<file path="config.mk">
export PLATFORM = sky130hd
export DESIGN_NAME = series_trend_monitor
export DESIGN_NICKNAME = d
export VERILOG_FILES = /design/src/rtl/series_pkg.sv /design/src/rtl/sat_counter.sv /design/src/rtl/series_trend_monitor.sv
export SDC_FILE = /design/constraint.sdc
export NUM_CORES = 1
export LEC_CHECK = 0
export BUFFER_PORTS_ARGS = -buffer_cell sky130_fd_sc_hd__buf_4
export CORE_MARGIN = 8
export CORE_UTILIZATION = 45
export DETAILED_ROUTE_END_ITERATION = 7
export GPL_ROUTABILITY_DRIVEN = 0
export MAX_ROUTING_LAYER = met4
export PLACE_DENSITY = 0.74
export SYNTH_ARGS = -nofsm -noshare
export SYNTH_HDL_FRONTEND = slang
export SYNTH_SLANG_ARGS = --single-unit
</file>
<file path="constraint.sdc">
create_clock -name clk -period 2.5 [get_ports clk]
set_clock_uncertainty 0.15 [all_clocks]
set_input_delay 0.25 -clock clk [delete_from_list [all_inputs] [get_ports clk]]
set_output_delay 0.25 -clock clk [all_outputs]
set_load 0.05 [all_outputs]
</file>
<file path="src/rtl/series_pkg.sv">
// Shared types and defaults for the series trend monitor.
// Holds the FSM state codes, per-cycle flag classes and the classifier.
package series_pkg;

  typedef enum logic [1:0] {
    S_IDLE    = 2'd0,
    S_RISING  = 2'd1,
    S_FALLING = 2'd2,
    S_FAULT   = 2'd3
  } state_e;

  typedef enum logic [1:0] {
    C_HOLD    = 2'd0,
    C_STEP_UP = 2'd1,
    C_STEP_DN = 2'd2,
    C_ERR     = 2'd3
  } flag_class_e;

  localparam int unsigned RUN_LEN_DEF   = 4;
  localparam int unsigned ERR_LIMIT_DEF = 3;

  // Any jump flag, or more than one flag at once, is an error cycle.
  function automatic flag_class_e classify(
    input logic incr,
    input logic decr,
    input logic error
  );
    flag_class_e c;
    unique case ({error, incr, decr})
      3'b000:  c = C_HOLD;
      3'b010:  c = C_STEP_UP;
      3'b001:  c = C_STEP_DN;
      default: c = C_ERR;
    endcase
    return c;
  endfunction

endpackage

</file>
<file path="src/rtl/sat_counter.sv">
// Saturating up-counter with synchronous clear (clear wins over inc).
// Asynchronous active-high reset.
module sat_counter #(
  parameter int unsigned W = 8
) (
  input  logic         clk,
  input  logic         rst,
  input  logic         inc,
  input  logic         clr,
  output logic [W-1:0] count
);

  logic [W-1:0] count_q;
  logic [W-1:0] count_d;

  always_comb begin
    count_d = count_q;
    if (clr) begin
      count_d = '0;
    end else if (inc && (count_q != {W{1'b1}})) begin
      count_d = count_q + 1'b1;
    end
  end

  always_ff @(posedge clk or posedge rst) begin
    if (rst) begin
      count_q <= '0;
    end else begin
      count_q <= count_d;
    end
  end

  assign count = count_q;

endmodule

</file>
<file path="src/rtl/series_trend_monitor.sv">
// Tracks rising/falling runs of step flags and latches a sticky
// fault after ERR_LIMIT consecutive error cycles.
module series_trend_monitor
  import series_pkg::*;
#(
  parameter int unsigned RUN_LEN   = RUN_LEN_DEF,
  parameter int unsigned ERR_LIMIT = ERR_LIMIT_DEF
) (
  input  logic       clk,
  input  logic       reset,
  input  logic       incr,
  input  logic       decr,
  input  logic       error,
  input  logic       clear,
  output logic       trend_up,
  output logic       trend_down,
  output logic       fault,
  output logic [7:0] err_total,
  output logic [1:0] state
);

  localparam logic [3:0] RUN_MAX = 4'(RUN_LEN);
  localparam logic [4:0] ERR_MAX = 5'(ERR_LIMIT);

  state_e      state_q, state_d;
  logic [3:0]  run_cnt_q, run_cnt_d;
  logic        trend_up_q, trend_up_d;
  logic        trend_down_q, trend_down_d;
  logic [3:0]  consec_err;
  flag_class_e cls;
  logic        is_err, is_step, fault_hit;

  assign cls     = classify(incr, decr, error);
  assign is_err  = (cls == C_ERR);
  assign is_step = (cls == C_STEP_UP) || (cls == C_STEP_DN);

  // The counter updates this edge too, so compare against its next value.
  assign fault_hit = is_err && (({1'b0, consec_err} + 5'd1) >= ERR_MAX);

  sat_counter #(.W(4)) u_consec_err (
    .clk   (clk),
    .rst   (reset),
    .inc   (is_err),
    .clr   (clear || is_step),
    .count (consec_err)
  );

  sat_counter #(.W(8)) u_err_total (
    .clk   (clk),
    .rst   (reset),
    .inc   (is_err),
    .clr   (clear),
    .count (err_total)
  );

  always_comb begin
    state_d   = state_q;
    run_cnt_d = run_cnt_q;
    if (clear) begin
      state_d   = S_IDLE;
      run_cnt_d = '0;
    end else if (fault_hit) begin
      state_d   = S_FAULT;
      run_cnt_d = '0;
    end else begin
      unique case (state_q)
        S_IDLE: begin
          if (cls == C_STEP_UP) begin
            state_d   = S_RISING;
            run_cnt_d = 4'd1;
          end else if (cls == C_STEP_DN) begin
            state_d   = S_FALLING;
            run_cnt_d = 4'd1;
          end
        end
        S_RISING: begin
          if (cls == C_STEP_UP) begin
            if (run_cnt_q < RUN_MAX) run_cnt_d = run_cnt_q + 4'd1;
          end else if (cls == C_STEP_DN) begin
            state_d   = S_FALLING;
            run_cnt_d = 4'd1;
          end else if (cls == C_ERR) begin
            state_d   = S_IDLE;
            run_cnt_d = '0;
          end
        end
        S_FALLING: begin
          if (cls == C_STEP_DN) begin
            if (run_cnt_q < RUN_MAX) run_cnt_d = run_cnt_q + 4'd1;
          end else if (cls == C_STEP_UP) begin
            state_d   = S_RISING;
            run_cnt_d = 4'd1;
          end else if (cls == C_ERR) begin
            state_d   = S_IDLE;
            run_cnt_d = '0;
          end
        end
        default: begin
          state_d   = S_FAULT;
          run_cnt_d = '0;
        end
      endcase
    end
    trend_up_d   = (state_d == S_RISING)  && (run_cnt_d == RUN_MAX);
    trend_down_d = (state_d == S_FALLING) && (run_cnt_d == RUN_MAX);
  end

  always_ff @(posedge clk or posedge reset) begin
    if (reset) begin
      state_q      <= S_IDLE;
      run_cnt_q    <= '0;
      trend_up_q   <= 1'b0;
      trend_down_q <= 1'b0;
    end else begin
      state_q      <= state_d;
      run_cnt_q    <= run_cnt_d;
      trend_up_q   <= trend_up_d;
      trend_down_q <= trend_down_d;
    end
  end

  assign trend_up   = trend_up_q;
  assign trend_down = trend_down_q;
  assign fault      = (state_q == S_FAULT);
  assign state      = state_q;

endmodule

</file>
* Word-level counts from Yosys, hierarchy flattened *
Cells that the tools add are included.

storage, ports and cells
  register bits = 20
  input bits = 6
  output and inout bits = 13
  word-level logic and storage cells = 62

cells by class
  $add $sub $neg = 4
  $lt $le $gt $ge = 2
  equality and inequality tests = 13
  muxes and demuxes = 26
  reduce and logical (&&, ||, !) cells = 11

operators with widths
  kind                   count
  $mux W4                12
  $mux W2                9
  $mux W8                2
  $pmux W2 S3            2
  $pmux W4 S3            1
  $eq A2 B2 Y1 const B   5
  $add A4 B1 Y4 const B  2
  $add A8 B1 Y8 const B  1
  $ne A8 B8 Y1 const B   1
  $eq A2 B1 Y1 const B   3
  $add A4 B1 Y5 const B  1
  $ge A5 B2 Y1 const B   1
  $logic_and A1 B1 Y1    5
  $eq A4 B3 Y1 const B   1
  $lt A4 B3 Y1 const B   1
  $ne A4 B4 Y1 const B   1
  $reduce_bool A2 Y1     2
  $eq A3 B1 Y1 const B   1
  $eq A3 B2 Y1 const B   1
  $logic_not A3 Y1       1
  $logic_not A2 Y1       1
  $logic_or A1 B1 Y1     2

* Depth between registers and ports, before layout *
Gate-level depths: netlist (run 1).

  depth in word-level cells = 11
  mapped depth = 9
  gate-level depth less buffers = 9

* Cells and area by module *
A second synthesis (run 1) with hierarchy kept.

unflattened totals
  cell total of the unflattened synthesis = 150
  area, all modules = 1428.9 µm²

modules (own cells, without submodules)
  module                       times used  cells an instance  area an instance (µm²)
  series_trend_monitor         1           80                 694.4
  sat_counter at u_err_total   1           49                 504.2
  sat_counter at u_consec_err  1           21                 230.2

* Worst setup path after synthesis (run 1) *
No wires, ideal clock.

  path type = register to register
  start point = register state_q[1], in the netlist state[1]
  end point = register trend_up_q, in the netlist trend_up
  setup time = 95 ps
  data arrival time = 2066 ps
  data required time = 2255 ps
  path slack = 188 ps
  stages on the path, launching flop included = 6
  buffers on the path = 1
  period minus slack after synthesis = 2312 ps
  path through = dfrtp_1 clkbuf_1 and2_1 nor2_1 a2111oi_4 nor4b_2

on the way
  longest elaborated chain between the ends = 8

ends and longest elaborated chain
  what                               RTL line                                                text
  start, declared                    series_trend_monitor.sv:25                              state_e state_q, state_d;
  start signal, assigned             series_trend_monitor.sv:115                             state_q <= state_d;
  $mux W2                            series_trend_monitor.sv:82, series_trend_monitor.sv:93
  $mux W2, on equally long branches  series_trend_monitor.sv:90, series_trend_monitor.sv:79
  $mux W2, on equally long branches  series_trend_monitor.sv:88, series_trend_monitor.sv:77
  $pmux W2 S3                        series_trend_monitor.sv:66                              unique case (state_q)
  $mux W2                            series_trend_monitor.sv:62                              end else if (fault_hit) begin
  $mux W2                            series_trend_monitor.sv:59                              if (clear) begin
  $eq A2 B1 Y1                       series_trend_monitor.sv:104                             trend_up_d = (state_d == S_RISING) && (run_cnt_d == RUN_MAX);
  $logic_and A1 B1 Y1 *              series_trend_monitor.sv:104
  named net trend_up_d               series_trend_monitor.sv:27                              logic trend_up_q, trend_up_d;
  end signal, assigned               series_trend_monitor.sv:117                             trend_up_q <= trend_up_d;
  end, declared                      series_trend_monitor.sv:27

Mark *: on every way through the listed nets, which the timed path passes. The rest lies on a longest branch.
A chain may end at the register's enable or synchronous reset.

* Worst setup path after layout (run 1) *
  start point = input decr
  end point = register trend_down_q, in the netlist trend_down

on the way
  longest elaborated chain between the ends = 11

ends and longest elaborated chain
  what                                                 RTL line                                                                            text
  start, declared                                      series_trend_monitor.sv:12                                                          input logic decr,
  $eq A3 B1 Y1 (tied with other cells)                 series_pkg.sv:29                                                                    unique case ({error, incr, decr})
  $pmux W2 S3 *                                        series_pkg.sv:29
  $eq A2 B2 Y1                                         series_trend_monitor.sv:34, series_trend_monitor.sv:82, series_trend_monitor.sv:93
  $mux W4 / $mux W2 (equally long branches)            series_trend_monitor.sv:82, series_trend_monitor.sv:93
  $mux W4 (tied with other cells)                      series_trend_monitor.sv:90                                                          end else if (cls == C_STEP_UP) begin
  $mux W4 (tied with other cells)                      series_trend_monitor.sv:88                                                          if (cls == C_STEP_DN) begin
  $pmux W4 S3 / $pmux W2 S3 (equally long branches)    series_trend_monitor.sv:66
  $mux W4 / $mux W2 (equally long branches)            series_trend_monitor.sv:62
  $mux W4 / $mux W2 (equally long branches)            series_trend_monitor.sv:59
  $eq A4 B3 Y1 / $eq A2 B2 Y1 (equally long branches)  series_trend_monitor.sv:105                                                         trend_down_d = (state_d == S_FALLING) && (run_cnt_d == RUN_MAX);
  $logic_and A1 B1 Y1 *                                series_trend_monitor.sv:105
  named net trend_down_d                               series_trend_monitor.sv:28                                                          logic trend_down_q, trend_down_d;
  end signal, assigned                                 series_trend_monitor.sv:118                                                         trend_down_q <= trend_down_d;
  end, declared                                        series_trend_monitor.sv:28

Marks and branches as above.

==> results.json, run 1 <==
{
  "synthToLayoutAreaGrowth_pct": 19.2,
  "num_vias": 1038,
  "place_hpwl_um": 2060,
  "dieArea_um2": 4770,
  "ant_nets": 0,
  "cts_max_level": 1,
  "worstMarginPinSlew_ps": 762,
  "grt_first_pass_wirelength_um": 4710,
  "nNetsFinal": 174,
  "wl_per_cell_um": 13.8,
  "synth_most_common_cell": "nor2_1",
  "power_uw": 791,
  "coreArea_um2": 2710,
  "antenna-diode-count": 0,
  "antenna_found_initial": 0,
  "hold_violations": 0,
  "synth-seq-cells": 20,
  "rsz0062_at_grt": "false",
  "post-synth-top-area-fraction": 0.395,
  "p_leak_nw": 0.711,
  "yosysSeqAreaShare": 0.395,
  "synth_area_um2": 1270,
  "cts_buffers": 3,
  "vdd_ir_drop_max_v": 0.000531,
  "worst_path_most_repeated_cell": "o21ai_0",
  "drc": 0,
  "ys_warn_count": 0,
  "grt_overflow": 0,
  "synth_fp_nets": 148,
  "clk_pin_slew_ps": 120,
  "syn_avg_cell_area_um2": 9.38,
  "path_buf_inv": 2,
  "hold_class": "input port to register",
  "clock_path_buffers": 2,
  "relSlewSlack": 0.491,
  "cts_hold_buf": 1,
  "criticalPathCategory": "input port to register",
  "drv_slew": 0,
  "startpoint_type": "input port",
  "clock-sinks": 20,
  "cts_tree": "yes",
  "cp-end-kind": "register",
  "yosys.area.top_type": "dfrtp_1",
  "power.density_nw_per_um2": 524,
  "synthArstFlopShare": 1.00,
  "setup_viol": 0,
  "place.port_buffers": 18,
  "synth_cell_types": 44,
  "maxCapViolCount": 0,
  "worstPathRequired_ps": 2560,
  "status": "completed",
  "grt_pass1_vias": 1043,
  "syn_inst": 135,
  "viasPerCell": 5.43,
  "seqCellArea_um2": 500,
  "slowest_stage": "or3b_4",
  "crit_family": "simple AND/OR/NAND/NOR gates",
  "routed_wl_um": 2650,
  "root_buffer": "clkbuf_4",
  "drive_gt1_frac": 0.219,
  "synth-main-ff-cell": "dfrtp_1",
  "drt-initial-drc-count": 29,
  "start_util": 0.467,
  "setup_tns_ps": 0,
  "finalCriticalPeriod_ps": 2140,
  "worstPathCellList": "buf_4, or3b_4, inv_1, ha_1, nor2b_1, or4_1, o21ai_0, o21ai_0, and4_2",
  "nFillCells": 251,
  "synth.area.top_cells": "dfrtp_1 (40%), nor2_1 (7.4%), ha_1 (6.9%)",
  "final_core_util": 0.557,
  "cts_resized": 0,
  "cp.arrival_ps": 2200,
  "grt_usage": 0.117,
  "cp_max_fo": 7,
  "synth_edf_count": 0,
  "rows": 19,
  "multi_input_area_um2": 732,
  "period_share": 0.856,
  "grt_max_degree": 21,
  "die_w_um": 69.0,
  "die_h_um": 69.0,
  "clock.fmax_mhz": 467,
  "io_pins": 19,
  "synth_common_cells": "nor2_1 (25), dfrtp_1 (20), ha_1 (7), inv_1 (7), nand2_1 (7)",
  "drt_pre_antenna_iters": 4,
  "cts_setup_buffers": 0,
  "clk_latency_ps": 300,
  "critPathMaxStageDelay_ps": 430
}
==> routing by layer <==
layer | vias to the layer above | share of wire | track usage
met5 | - | 0 | -
met4 | 0 | 0.0034 | 0.00683
met3 | 2 | 0.049 | 0.0386
met2 | 18 | 0.49 | 0.202
met1 | 489 | 0.45 | 0.135
li1 | 529 | - | -
==> worst paths after layout <==
path	from	to	slack (ps)	cells after the start
setup / recovery	decr	trend_down	360	9
hold / removal	clear	state[1]	50	2
setup reg to reg	u_consec_err.count[0]	trend_down	450	6
hold reg to reg	run_cnt_q[3]	run_cnt_q[3]	390	2
max in group asynchronous	reset	u_consec_err.count[0]	1230	3
min in group asynchronous	reset	run_cnt_q[1]	480	3
==> power by group <==
group	internal, mW	switching, mW
clock network	0.0889	0.0981
logic	0.0902	0.149
registers	0.339	0.0252
total	0.518	0.272
==> cell type report <==
cell class              count  area share
clock buffers               4      0.0240
inverters                   7      0.0174
multi-input cells         106       0.485
flip-flops and latches     20       0.332
well taps                  31      0.0257
repair buffers             23       0.116
==> logic make-up (layout without fill, tap and decap cells) <==
family | count (synthesis) | after routing | share of synthesized area
simple gates | 61 | 61 | 0.255
compound gates | 26 | 26 | 0.168
xor+xnor | 10 | 10 | 0.0692
mux | 2 | 2 | 0.0168
flops | 20 | 20 | 0.395
buf+inv | 9 | 34 | 0.0267
fa+ha+maj | 7 | 7 | 0.0692
==> cell usage in the layout (no fill, tap or decap), types with 4 or more instances in the layout <==
cell	instances
a21oi_1	5
nand2_1	7
and2_1	5
inv_1	7
ha_1	7
dfrtp_1	20
xnor2_1	5
xor2_1	5
nor2_1	25
buf_4	22
o21ai_0	4
==> through the flow <==
| step | setup slack, ps | instances | hold slack (ps) | instance area, um^2 |
|---|---|---|---|---|
| 2_1_floorplan | 188 | 135 | 63.8 | 1270 |
| 3_3_place_gp | 100 | 186 | 268 | 1460 |
| 3_5_place_dp | 45.2 | 186 | 279 | 1460 |
| 4_1_cts | 363 | 191 | 50.1 | 1510 |
| 5_1_grt | 201 | 191 | 54.4 | 1510 |
| 6_report | 360 | 191 | 49.0 | 1510 |
==> flip-flops by register name, summed over array words and instances, names as in the netlist <==
register,cells
trend_up,1
trend_down,1
u_consec_err.count,4
state,2
u_err_total.count,8
run_cnt_q,4
==> worst register-to-register path, delay by kind of cell, from the launching register on <==
kind,cells,cell delay (ps)
AO/OA/AOI/OAI,3,770
adder cells (fa/ha/maj),1,300
buffers and inverters,1,90
flip-flops,1,410
AND/OR/NAND/NOR,1,290
Note: power is estimated with default switching activity, not from simulation.
==> inputs of run 2 (changes only) <==
--- a/config.mk
+++ b/config.mk
@@ -7,11 +7,11 @@
 export LEC_CHECK = 0
 export BUFFER_PORTS_ARGS = -buffer_cell sky130_fd_sc_hd__buf_4
 export CORE_MARGIN = 8
-export CORE_UTILIZATION = 45
+export CORE_UTILIZATION = 55
 export DETAILED_ROUTE_END_ITERATION = 7
 export GPL_ROUTABILITY_DRIVEN = 0
 export MAX_ROUTING_LAYER = met4
-export PLACE_DENSITY = 0.74
+export PLACE_DENSITY = 0.86
 export SYNTH_ARGS = -nofsm -noshare
 export SYNTH_HDL_FRONTEND = slang
 export SYNTH_SLANG_ARGS = --single-unit
==> results.json, run 2 (same netlist as run 1, synthesis figures left out) <==
{
  "status": "completed",
  "clk_latency_ps": 310,
  "r2r_cells": 6,
  "layout_commonest_cell": "nor2_1",
  "largest_reg_flops": 8,
  "clock-sinks": 20,
  "dieArea_um2": 4090,
  "finalCriticalPeriod_ps": 2200,
  "antenna_found_initial": 0,
  "period_share": 0.880,
  "die_w_um": 64.0,
  "clock_path_buffers": 2,
  "whs_path_depth": 2,
  "nNetsFinal": 174,
  "cts_resized": 0,
  "grt_overflow": 0,
  "seq_power_share": 0.418,
  "cp.arrival_ps": 2270,
  "die_h_um": 64.0,
  "synthToLayoutAreaGrowth_pct": 20.2,
  "place_hpwl_um": 2160,
  "p_int_uw": 591,
  "grt_usage": 0.148,
  "wl_per_cell_um": 15.0,
  "coreArea_um2": 2190,
  "clk_pin_slew_ps": 120,
  "io_pins": 19,
  "grt_max_degree": 21,
  "routed_wl_um": 2830,
  "hold_violations": 0,
  "startpoint_type": "input port",
  "antenna-diode-count": 0,
  "power.density_nw_per_um2": 575,
  "drt-initial-drc-count": 38,
  "cts_max_level": 1,
  "nFillCells": 172,
  "drv_slew": 0,
  "combPwrFrac": 0.276,
  "grt_pass1_vias": 1065,
  "rsz0062_at_grt": "false",
  "setup_viol": 0,
  "num_vias": 1083,
  "drive_gt1_frac": 0.219,
  "cp-end-kind": "register",
  "start_util": 0.578,
  "setup_tns_ps": 0,
  "grt_first_pass_wirelength_um": 4880,
  "drc": 0,
  "r2r_setup_slack_ps": 450,
  "maxCapViolCount": 0,
  "switching_share": 0.325,
  "place.port_buffers": 18,
  "vdd_ir_drop_max_v": 0.000360,
  "clock.fmax_mhz": 454,
  "cts_buffers": 3,
  "cp_max_fo": 7,
  "p_switching_uw": 284,
  "worstMarginPinSlew_ps": 748,
  "rows": 17,
  "holdWs_ps": 42.1,
  "clockPowerShare": 0.306,
  "drt_pre_antenna_iters": 5,
  "ant_nets": 0,
  "root_buffer": "clkbuf_4",
  "relSlewSlack": 0.500,
  "final_cell_mix": "nor2_1 (25), buf_4 (22), dfrtp_1 (20)",
  "cts_setup_buffers": 0,
  "viasPerCell": 5.76,
  "worstPathRequired_ps": 2570,
  "cts_tree": "yes",
  "p_leak_nw": 0.718,
  "criticalPathCategory": "input port to register",
  "hold_class": "input port to register"
}
## run 2: metal layers
layer  up-vias  global-route usage  share of wire
met4         0              0.0501          0.016
met2        27               0.255           0.51
met1       520               0.169           0.42
met5         -                   -              0
met3         6              0.0279          0.048
li1        530                   -              -
## run 2: worst paths after layout
check | start | end
worst max-delay path | decr | trend_up
worst min-delay path | clear | state[1]
worst max register to register | u_consec_err.count[0] | trend_down
worst min register to register | run_cnt_q[3] | run_cnt_q[3]
max in group asynchronous | reset | run_cnt_q[3]
min in group asynchronous | reset | u_consec_err.count[2]
## run 2: critical path, stage by stage
cell	delay, ps
buf_4	140
or3b_4	430
inv_1	70
ha_1	290
nor3_1	90
a2111oi_1	530
o311ai_1	220
nor4b_2	270
## run 2: area by class of cell
class | instances | area, um^2 | area share
clock buffer | 3 | 22.5 | 0.0148
sequential | 20 | 500 | 0.329
timing repair buffer | 23 | 175 | 0.115
inverter | 7 | 26.3 | 0.0173
multi-input combinational | 106 | 732 | 0.481
clock inverter | 1 | 30.0 | 0.0197
tap | 28 | 35.0 | 0.0230
## run 2: power by group through the flow
stage	Combinational [mW]	Sequential [mW]	Clock (mW)
after global routing	0.264	0.368	0.283
after detailed placement	0.238	0.371	0
after floorplan	0.134	0.400	0
after global placement	0.231	0.370	0
final	0.241	0.366	0.268
after CTS	0.241	0.365	0.272
## run 2: timing repair
action                                  CTS  global route
hold buffers                              1             0
hold endpoints to repair                 20             0
endpoints found under the setup margin    0             0
## run 2: through the flow
step	instances	utilization	total power, mW	area (um^2)	worst slack, ps
detailed placement	183	0.666	0.609	1460	-14.2
floorplan	135	-	0.533	1270	188
finish	188	0.694	0.876	1520	300
global placement	183	0.666	0.601	1460	106
global route	188	0.694	0.915	1520	127
CTS	188	0.694	0.879	1520	305
